File: src/rtl/mdv_stream_if.sv
// Microdrive stream bus: RAM word port plus the byte-register side seen by the ZX8302.
interface mdv_stream_if;
  logic [16:0] mem_addr;
  logic [15:0] mem_data;
  logic        rd_ack;
  logic        gap;
  logic        rx_ready;
  logic        overrun;
  logic [7:0]  dout;

  modport master (
    output mem_addr,
    input  mem_data,
    input  rd_ack,
    output gap,
    output rx_ready,
    output overrun,
    output dout
  );

  modport slave (
    input  mem_addr,
    output mem_data,
    output rd_ack,
    input  gap,
    input  rx_ready,
    input  overrun,
    input  dout
  );
endinterface

File: src/rtl/mdv_stream.sv
// Microdrive tape emulator: plays the cartridge image held in sync RAM as an endless
// loop of sectors (header gap, header bytes, data gap, data bytes) while the motor runs.
module mdv_stream #(
  parameter int HDR_LEN    = 14,
  parameter int DATA_LEN   = 528,
  parameter int BYTE_TICKS = 64,
  parameter int GAP_TICKS  = 2800
) (
  input  logic             clk,
  input  logic             reset,
  input  logic             ce,
  input  logic             sel,
  input  logic             reverse,
  input  logic             download,
  input  logic [7:0]       sectors,
  mdv_stream_if.master     bus
);

  localparam int TICK_MAX = (GAP_TICKS > BYTE_TICKS) ? GAP_TICKS : BYTE_TICKS;
  localparam int TICK_W   = $clog2(TICK_MAX + 1);
  localparam int CNT_MAX  = (DATA_LEN > HDR_LEN) ? DATA_LEN : HDR_LEN;
  localparam int CNT_W    = $clog2(CNT_MAX + 1);

  localparam logic [TICK_W-1:0] GAP_LAST  = TICK_W'(GAP_TICKS - 1);
  localparam logic [TICK_W-1:0] BYTE_LAST = TICK_W'(BYTE_TICKS - 1);
  localparam logic [CNT_W-1:0]  HDR_LAST  = CNT_W'(HDR_LEN - 1);
  localparam logic [CNT_W-1:0]  DATA_LAST = CNT_W'(DATA_LEN - 1);

  typedef enum logic [2:0] {
    ST_IDLE  = 3'd0,
    ST_GAP_H = 3'd1,
    ST_HDR   = 3'd2,
    ST_GAP_D = 3'd3,
    ST_DATA  = 3'd4
  } state_t;

  state_t              state_r, state_nxt_s;
  logic [TICK_W-1:0]   tick_r, tick_nxt_s;
  logic [CNT_W-1:0]    cnt_r, cnt_nxt_s;
  logic [17:0]         ptr_r, ptr_nxt_s;
  logic [7:0]          sector_r, sector_nxt_s;
  logic                gap_r, gap_nxt_s;
  logic                rx_ready_r, rx_ready_nxt_s;
  logic                overrun_r, overrun_nxt_s;
  logic [7:0]          dout_r, dout_nxt_s;
  logic [16:0]         mem_addr_r;

  logic                advance_s;
  logic                byte_end_s;
  logic                latch_s;
  logic [7:0]          byte_s;

  // Tape only moves on a timing tick with the motor on and a cartridge present;
  // an empty drive (sectors==0) is handled separately by the next-state logic.
  assign advance_s  = ce & sel & (sectors != 8'd0);
  assign byte_end_s = (tick_r == BYTE_LAST);
  assign latch_s    = advance_s & byte_end_s & ((state_r == ST_HDR) | (state_r == ST_DATA));
  assign byte_s     = (ptr_r[0] ^ reverse) ? bus.mem_data[15:8] : bus.mem_data[7:0];

  // State register; download behaves like a synchronous reset.
  always_ff @(posedge clk or posedge reset) begin
    if (reset) begin
      state_r <= ST_IDLE;
    end else if (download) begin
      state_r <= ST_IDLE;
    end else begin
      state_r <= state_nxt_s;
    end
  end

  // Next-state logic: sector sequencing, evaluated only on ce.
  always_comb begin
    state_nxt_s = state_r;
    if (ce && (sectors == 8'd0)) begin
      state_nxt_s = ST_IDLE;
    end else if (advance_s) begin
      case (state_r)
        ST_IDLE:  state_nxt_s = ST_GAP_H;
        ST_GAP_H: state_nxt_s = (tick_r == GAP_LAST) ? ST_HDR : ST_GAP_H;
        ST_HDR:   state_nxt_s = (byte_end_s && (cnt_r == HDR_LAST)) ? ST_GAP_D : ST_HDR;
        ST_GAP_D: state_nxt_s = (tick_r == GAP_LAST) ? ST_DATA : ST_GAP_D;
        ST_DATA:  state_nxt_s = (byte_end_s && (cnt_r == DATA_LAST)) ? ST_GAP_H : ST_DATA;
        default:  state_nxt_s = ST_IDLE;
      endcase
    end else begin
      state_nxt_s = state_r;
    end
  end

  // Output/datapath logic: tick, byte counters, tape pointer and register-side flags.
  always_comb begin
    tick_nxt_s   = tick_r;
    cnt_nxt_s    = cnt_r;
    ptr_nxt_s    = ptr_r;
    sector_nxt_s = sector_r;
    if (advance_s) begin
      case (state_r)
        ST_IDLE: begin
          tick_nxt_s = {TICK_W{1'b0}};
        end
        ST_GAP_H, ST_GAP_D: begin
          if (tick_r == GAP_LAST) begin
            tick_nxt_s = {TICK_W{1'b0}};
            cnt_nxt_s  = {CNT_W{1'b0}};
          end else begin
            tick_nxt_s = tick_r + TICK_W'(1);
          end
        end
        ST_HDR, ST_DATA: begin
          if (byte_end_s) begin
            tick_nxt_s = {TICK_W{1'b0}};
            cnt_nxt_s  = cnt_r + CNT_W'(1);
            ptr_nxt_s  = ptr_r + 18'd1;
            if ((state_r == ST_DATA) && (cnt_r == DATA_LAST)) begin
              // Running pointer wraps with the sector count, so no multiply is needed.
              if (sector_r >= (sectors - 8'd1)) begin
                sector_nxt_s = 8'd0;
                ptr_nxt_s    = 18'd0;
              end else begin
                sector_nxt_s = sector_r + 8'd1;
              end
            end else begin
              sector_nxt_s = sector_r;
            end
          end else begin
            tick_nxt_s = tick_r + TICK_W'(1);
          end
        end
        default: begin
          tick_nxt_s = {TICK_W{1'b0}};
        end
      endcase
    end else begin
      tick_nxt_s = tick_r;
    end

    // Gap is only visible while the motor runs; rises together with entry into a gap state.
    gap_nxt_s = sel & ((state_nxt_s == ST_GAP_H) | (state_nxt_s == ST_GAP_D));

    // A byte latch beats a simultaneous CPU read, so a fresh byte is never dropped silently.
    dout_nxt_s     = dout_r;
    rx_ready_nxt_s = rx_ready_r;
    overrun_nxt_s  = overrun_r;
    if (latch_s) begin
      dout_nxt_s     = byte_s;
      rx_ready_nxt_s = 1'b1;
      overrun_nxt_s  = (rx_ready_r & ~bus.rd_ack) ? 1'b1 : overrun_r;
    end else if (bus.rd_ack) begin
      rx_ready_nxt_s = 1'b0;
      overrun_nxt_s  = 1'b0;
    end else begin
      rx_ready_nxt_s = rx_ready_r;
    end
  end

  // Datapath and output registers; download clears everything like reset.
  always_ff @(posedge clk or posedge reset) begin
    if (reset) begin
      tick_r     <= {TICK_W{1'b0}};
      cnt_r      <= {CNT_W{1'b0}};
      ptr_r      <= 18'd0;
      sector_r   <= 8'd0;
      gap_r      <= 1'b0;
      rx_ready_r <= 1'b0;
      overrun_r  <= 1'b0;
      dout_r     <= 8'h00;
      mem_addr_r <= 17'd0;
    end else if (download) begin
      tick_r     <= {TICK_W{1'b0}};
      cnt_r      <= {CNT_W{1'b0}};
      ptr_r      <= 18'd0;
      sector_r   <= 8'd0;
      gap_r      <= 1'b0;
      rx_ready_r <= 1'b0;
      overrun_r  <= 1'b0;
      dout_r     <= 8'h00;
      mem_addr_r <= 17'd0;
    end else begin
      tick_r     <= tick_nxt_s;
      cnt_r      <= cnt_nxt_s;
      ptr_r      <= ptr_nxt_s;
      sector_r   <= sector_nxt_s;
      gap_r      <= gap_nxt_s;
      rx_ready_r <= rx_ready_nxt_s;
      overrun_r  <= overrun_nxt_s;
      dout_r     <= dout_nxt_s;
      mem_addr_r <= ptr_nxt_s[17:1];
    end
  end

  assign bus.mem_addr = mem_addr_r;
  assign bus.gap      = gap_r;
  assign bus.rx_ready = rx_ready_r;
  assign bus.overrun  = overrun_r;
  assign bus.dout     = dout_r;

endmodule
File: src/flat_wrapper.sv
// flat-port wrapper written by rule: the top's interface ports become plain ports
module mdv_stream_flat 
#(
  parameter int HDR_LEN    = 14,
  parameter int DATA_LEN   = 528,
  parameter int BYTE_TICKS = 64,
  parameter int GAP_TICKS  = 2800
)
  (clk, reset, ce, sel, reverse, download, sectors, bus_mem_addr, bus_mem_data, bus_rd_ack, bus_gap, bus_rx_ready, bus_overrun, bus_dout);
  mdv_stream_if bus_i ();
  input  logic clk;
  input  logic reset;
  input  logic ce;
  input  logic sel;
  input  logic reverse;
  input  logic download;
  input  logic [7:0] sectors;
  output wire logic [$bits(bus_i.mem_addr)-1:0] bus_mem_addr;
  input wire logic [$bits(bus_i.mem_data)-1:0] bus_mem_data;
  input wire logic [$bits(bus_i.rd_ack)-1:0] bus_rd_ack;
  output wire logic [$bits(bus_i.gap)-1:0] bus_gap;
  output wire logic [$bits(bus_i.rx_ready)-1:0] bus_rx_ready;
  output wire logic [$bits(bus_i.overrun)-1:0] bus_overrun;
  output wire logic [$bits(bus_i.dout)-1:0] bus_dout;
  assign bus_mem_addr = bus_i.mem_addr;
  assign bus_i.mem_data = bus_mem_data;
  assign bus_i.rd_ack = bus_rd_ack;
  assign bus_gap = bus_i.gap;
  assign bus_rx_ready = bus_i.rx_ready;
  assign bus_overrun = bus_i.overrun;
  assign bus_dout = bus_i.dout;
  mdv_stream #(.HDR_LEN(HDR_LEN), .DATA_LEN(DATA_LEN), .BYTE_TICKS(BYTE_TICKS), .GAP_TICKS(GAP_TICKS)) u_core (.clk(clk), .reset(reset), .ce(ce), .sel(sel), .reverse(reverse), .download(download), .sectors(sectors), .bus(bus_i));
endmodule
File: config.mk
export PLATFORM = sky130hd
export DESIGN_NAME = mdv_stream_flat
export DESIGN_NICKNAME = d
export VERILOG_FILES = /design/src/rtl/mdv_stream_if.sv /design/src/rtl/mdv_stream.sv /design/src/flat_wrapper.sv
export SDC_FILE = /design/constraint.sdc
export NUM_CORES = 1
export LEC_CHECK = 0
export CAP_MARGIN = 10
export CORE_UTILIZATION = 35
export DETAILED_ROUTE_END_ITERATION = 10
export PLACE_DENSITY_LB_ADDON = 0.05
export SETUP_SLACK_MARGIN = 0.1
export SLEW_MARGIN = 20
export SYNTH_ARGS = -nofsm -noshare
export SYNTH_HDL_FRONTEND = slang
export SYNTH_SLANG_ARGS = --single-unit
File: constraint.sdc
create_clock -name clk -period 2.6 [get_ports clk]
set_input_delay 0.52 -clock clk [delete_from_list [all_inputs] [get_ports clk]]
set_output_delay 0.52 -clock clk [all_outputs]
set_load 0.05 [all_outputs]
# == Yosys cells after proc, flatten, opt, wreduce, memory -nomap -nowiden ==
# Cells that the tools add are included.
# totals
regBits,79
latch_bits,0
ram_bits,0
romBits,0
inputBits,31
output_inout_bits,28
memories,0
# classes
n_addsub,5
multipliers,0
div,0
order_cmp,1
n_eq_ne,13
shifts,0
muxes,41
bitwise,10
reduce_logical,20
# ops
op,count
2-to-1 mux 18 bit,6
2-to-1 mux 8 bit,9
2-to-1 mux 12 bit,4
2-to-1 mux 10 bit,4
one-hot mux 12 bit (2 select lines),1
one-hot mux 10 bit (2 select lines),1
adder 18 x 1 -> 18 bit (second input constant),1
2-to-1 mux 17 bit,1
2-to-1 mux 3 bit,5
one-hot mux 3 bit (5 select lines),1
adder 12 x 1 -> 12 bit (second input constant),1
== test 12 bit (second input constant),1
== test 12 x 6 -> 1 bit (second input constant),1
adder 10 x 1 -> 10 bit (second input constant),1
== test 10 bit (second input constant),1
== test 10 x 4 -> 1 bit (second input constant),1
nonzero test 2 bit,5
== test 3 x 2 -> 1 bit (second input constant),3
adder 8 x 1 -> 8 bit (second input constant),1
greater-or-equal comparator 8 bit,1
logical NOT 8 bit,1
2-to-1 mux 1 bit,8
AND reduction 4 bit,2
nonzero test 8 bit,1
other kinds (16),29

# == Depth between registers and ports, before layout ==
# depth
word_depth,10
ltp_mapped,11
mapped_depth_nobuf,10

# == Worst setup path before layout ==
# No wires, ideal clock.
# synth_timing
kind,input port to flip-flop
startpoint,input sectors[3]
endpoint,register u_core.sector_r[6]
setup_ns,0.085
arrival_ns,2.776
required_ns,2.515
path_slack_ns,-0.261
path_stages,10
cell_sequence,or4_1 buf_2 nor4_1 xnor2_1 ha_1 a21oi_1 o21a_1 buf_1 nand4_1 o21ai_0
# synth_between
elab_chain_cells,8
# synth_rtl
element,line_no,text
start: declaration,flat_wrapper.sv:17,input logic [7:0] sectors;
subtractor 8 x 1 -> 8 bit,mdv_stream.sv:116,if (sector_r >= (sectors - 8'd1)) begin
greater-or-equal comparator 8 bit,mdv_stream.sv:116,
2-to-1 mux 8 bit,mdv_stream.sv:116,
2-to-1 mux 8 bit,mdv_stream.sv:114,if ((state_r == ST_DATA) && (cnt_r == DATA_LAST)) begin
2-to-1 mux 8 bit,mdv_stream.sv:110,if (byte_end_s) begin
2-to-1 mux 8 bit,mdv_stream.sv:97,case (state_r)
2-to-1 mux 8 bit,mdv_stream.sv:96,if (advance_s) begin
2-to-1 mux 8 bit,mdv_stream.sv:168,end else if (download) begin
end signal: assignment,mdv_stream.sv:182,sector_r <= sector_nxt_s;
end: declaration,mdv_stream.sv:41,"logic [7:0] sector_r, sector_nxt_s;"
# Parallel ways exist; a longest one is shown, timed or not. The select of a mux whose other input is x is not followed.
# A chain may end at the register's enable or synchronous reset.

# == Worst setup path in the final report ==
# layout_timing
startpoint,input sectors[2]
endpoint,"register u_core.mem_addr_r[15], in the netlist u_core.bus.mem_addr[15]"
# layout_between
elab_chain_cells,8
# layout_rtl
element,line_no,text
subtractor 8 x 1 -> 8 bit,mdv_stream.sv:116,
greater-or-equal comparator 8 bit,mdv_stream.sv:116,
2-to-1 mux 18 bit,mdv_stream.sv:116,
2-to-1 mux 18 bit,mdv_stream.sv:114,
2-to-1 mux 18 bit,mdv_stream.sv:110,
2-to-1 mux 18 bit,mdv_stream.sv:97,
2-to-1 mux 18 bit *,mdv_stream.sv:96,
2-to-1 mux 17 bit *,mdv_stream.sv:168,
end signal: assignment,mdv_stream.sv:187,mem_addr_r <= ptr_nxt_s[17:1];
end: declaration,mdv_stream.sv:46,logic [16:0] mem_addr_r;
# Every way passes the cells marked *; elsewhere a longest branch is shown, timed or not. The select of a mux whose other input is x is not followed.

==> run summary <==
========================================================================================
X dimension of the die                                                            109 µm
DRC violation count after routing                                                      0
Sequence of cells on the critical path                                      buf_2 > or4_4 > buf_4 > nor2_1 > xnor2_1 > ha_1 > nand2_1 > o21a_1 > buf_4 > o21ai_4 > o21ai_1
HPWL reported at the end of detailed placement                                   7060 µm
Via count                                                                           3541
Data arrival at the endpoint of the critical path                                2570 ps
Tcrit/Tclk final                                                                   0.908
Final weighted congestion in routability-driven placement                          0.839
Endpoint of the most critical register-to-register path                     u_core.cnt_r[3]$_DFFE_PP0P_
Ant diodes                                                                             0
Critical Path Max Stage Delay                                                     550 ps
Type of the worst setup path                                                input port to register
Relative slew slack                                                                0.573
Number of buffers inserted by port buffering                                          58
Async set-or-reset flop fraction in the synthesized netlist                         1.00
Startpoint of the most critical register-to-register path                   u_core.tick_r[0]$_DFFE_PP0N_
Synthesis-to-finish area growth                                                    36.0%
Worst path required time                                                         2810 ps
Warnings, synthesis                                                                    0
Maximum vdd ir drop                                                             0.341 mV
Later-pin clock latency in the skew report                                        330 ps
Net count of the mapped netlist                                                      502
Power per unit of standard cell area                                          465 nW/µm²
Number of cell rows                                                                   38
Worst-path cell with the longest stage delay                                       or4_4
Top flip-flop cell by instance count after synthesis                             dfrtp_1
Setup violations, final                                                                0
Seq cells post-synth                                                                  62
Number of buffers created by CTS                                                       9
Post-layout instance area                                                       5440 µm²
Share of synthesized area occupied by flip-flops and latches                       0.388
Cell with the most instances on the worst path                                     buf_4
Clock root buffer                                                              clkbuf_16
Cell taking the most area after synthesis                                        dfrtp_1
Max-Cap Viols                                                                          0
Total routing resource utilization after global routing                            0.183
WL final                                                                        10200 µm
Die height                                                                        109 µm
Path depth of the worst reg2reg path                                                   7
Share of final-layout standard cells stronger than drive strength 1                0.215
Bufs on Longest Clock Path                                                             2
Buffer and inverter count on the worst path                                            3
Share of Yosys cell area claimed by the top area cell type                         0.388
Worst-path clk slew                                                                50 ps
Leading cell types by count after synthesis                                 dfrtp_1, nand2_1, o21ai_0, nor2_1, nand3_1
Number of max-slew violations in the final report                                      0
Number of global-route vias before repair                                           3457
Leakage power of the design                                                      2.31 nW
Most common cell in the netlist                                                  dfrtp_1
Drt wl/cell                                                                      14.9 µm
Effective utilization at floorplan                                                 0.364
Post-synthesis cell type count                                                        62
Pin count of the biggest net entering global routing                                  56
Full die area                                                                  11900 µm²
Top-level port count                                                                  59
Setup repair after global routing missed its margin                                   no
Synthesized area per cell                                                       8.75 µm²
Pin slew with the least headroom to its limit                                     637 ps
Worst setup margin                                                                239 ps
Area of the mapped netlist                                                      4000 µm²
Number of antenna violations at the first check in global routing                      0
Final Skew                                                                       7.07 ps
Hold violation total from the final report                                             0
Number of enable-type register cells in the synthesized netlist                        0
Detailed-routing iteration count for the pre-antenna-repair pass                       4
Startpoint kind of the worst setup timing path                                input port
Pre-CTS setup slack                                                              -696 ps
Critical path peak fanout                                                              5
Global-route wire length before repair                                          16900 µm
Min-Delay Path Class                                                        input port to async pin
Worst slack on hold paths                                                         422 ps
Synthesized netlist cell count                                                       457
Iter 0 DRT Violations                                                                200
Fmax achieved                                                                    424 MHz
CTS H-tree depth                                                                       3
Status                                                                      finished clean
Worst setup slack for register-to-register paths                                  250 ps
Core region area                                                               11000 µm²
Leading post-synthesis cells by cell area                                   dfrtp_1, o21ai_0, nand2_1
Clock period minus worst slack                                                   2360 ps
CTS Sinks                                                                             62
Total number of nets in the final design                                             580
Category of cells accounting for the largest share of critical-path delay   simple AND/OR/NAND/NOR gates
Setup crit end kind                                                             register
Final global-route overflow total                                                      0
Remaining antenna violation count                                                      0
DP Area                                                                         4960 µm²
Detail-routed via count per cell                                                    5.21
Clock tree from TritonCTS                                                            yes
========================================================================================
-- where the power goes --
group	switching, mW	leakage (nW)	internal (mW)
sequential	0.00517	0.865	0.968
combinational	0.106	1.28	0.0994
clock	0.432	0.166	0.916
-- flip-flops by register name (all words and copies together) (netlist names) --
name,count
u_core.tick_r,12
u_core.bus.mem_addr,16
u_core.bus.dout,8
u_core.cnt_r,10
u_core.bus.overrun,1
u_core.state_r,3
u_core.ptr_r,2
u_core.sector_r,8
u_core.bus.gap,1
u_core.bus.rx_ready,1
-- layout make-up --
cell class | count | area, µm²
Inverter | 21 | 78.8
Clock inverter | 3 | 65.1
Multi-Input combinational cell | 339 | 2360
Fill cell | 1074 | 5550
Timing Repair Buffer | 102 | 936
Tap cell | 140 | 175
Sequential cell | 62 | 1550
Clock buffer | 13 | 270
-- how the worst max path moves through the flow --
stage / start / to / slack, ps / depth (start not counted)
after detailed placement: sectors[0] / u_core.bus.mem_addr[14]$_DFFE_PP0P_ / -700 / 12
after global routing: sectors[2] / u_core.bus.mem_addr[13]$_DFFE_PP0P_ / 110 / 10
final: sectors[2] / u_core.bus.mem_addr[15]$_DFFE_PP0P_ / 240 / 11
after global placement: sectors[0] / u_core.bus.mem_addr[14]$_DFFE_PP0P_ / -620 / 12
after floorplan: sectors[3] / u_core.sector_r[0]$_DFFE_PP0P_ / 10 / 10
after CTS: sectors[3] / u_core.bus.mem_addr[2]$_DFFE_PP0P_ / 100 / 10
-- per-stage QoR --
step | util | cells | TNS (ps) | power [mW]
detailed placement | 0.452 | 659 | -29000 | 1.19
global route | 0.495 | 680 | 0 | 2.63
floorplan | - | 457 | 0 | 1.08
finish | 0.495 | 680 | 0 | 2.53
global placement | 0.452 | 659 | -26530 | 1.18
CTS | 0.491 | 679 | 0 | 2.56
-- kinds of logic after synthesis --
group | Yosys count | share of synthesized area
and+or+nand+nor | 181 | 0.238
AOI/OAI and AO/OA | 115 | 0.192
DFF | 62 | 0.388
xor gates and xnor gates | 19 | 0.0416
buffers and inverters | 57 | 0.0739
adders and majority gates | 14 | 0.0438
muxes | 9 | 0.0228
-- repair_timing --
item	in CTS	in global routing
setup buffers	2	1
gates resized for setup	39	14
pin swaps	10	13
hold buffers	0	0
setup endpoints to repair	56	37
endpoints found under the hold margin	0	0
gates cloned	2	0
-- cells in the final DEF, fill, tap and decap left out, types with 4 or more instances in the layout --
cell / netlist / layout
a21o_1: 15 / 15
a21oi_1: 11 / 10
a221oi_2: 1 / 11
a31oi_1: 5 / 5
and2_1: 6 / 6
and3_1: 9 / 8
buf_2: 5 / 4
buf_4: 20 / 38
buf_6: 0 / 4
clkbuf_16: 0 / 9
clkdlybuf4s50_1: 0 / 52
dfrtp_1: 62 / 62
ha_1: 14 / 13
inv_1: 21 / 18
mux2i_1: 8 / 8
nand2_1: 50 / 50
nand2b_1: 7 / 7
nand3_1: 22 / 22
nand4_1: 9 / 9
nor2_1: 29 / 28
nor3_1: 11 / 9
o21ai_0: 40 / 31
o21ai_1: 5 / 10
o22ai_1: 4 / 4
or2_2: 6 / 6
or3_1: 6 / 6
xnor2_1: 9 / 8
xor2_1: 10 / 10
-- per-layer routing --
metal,routed length [µm],GRT usage
met5,0,0
met4,99,0.0492
met3,245,0.0389
met2,4930,0.302
met1,4880,0.240
(Power assumes the default switching activity.)
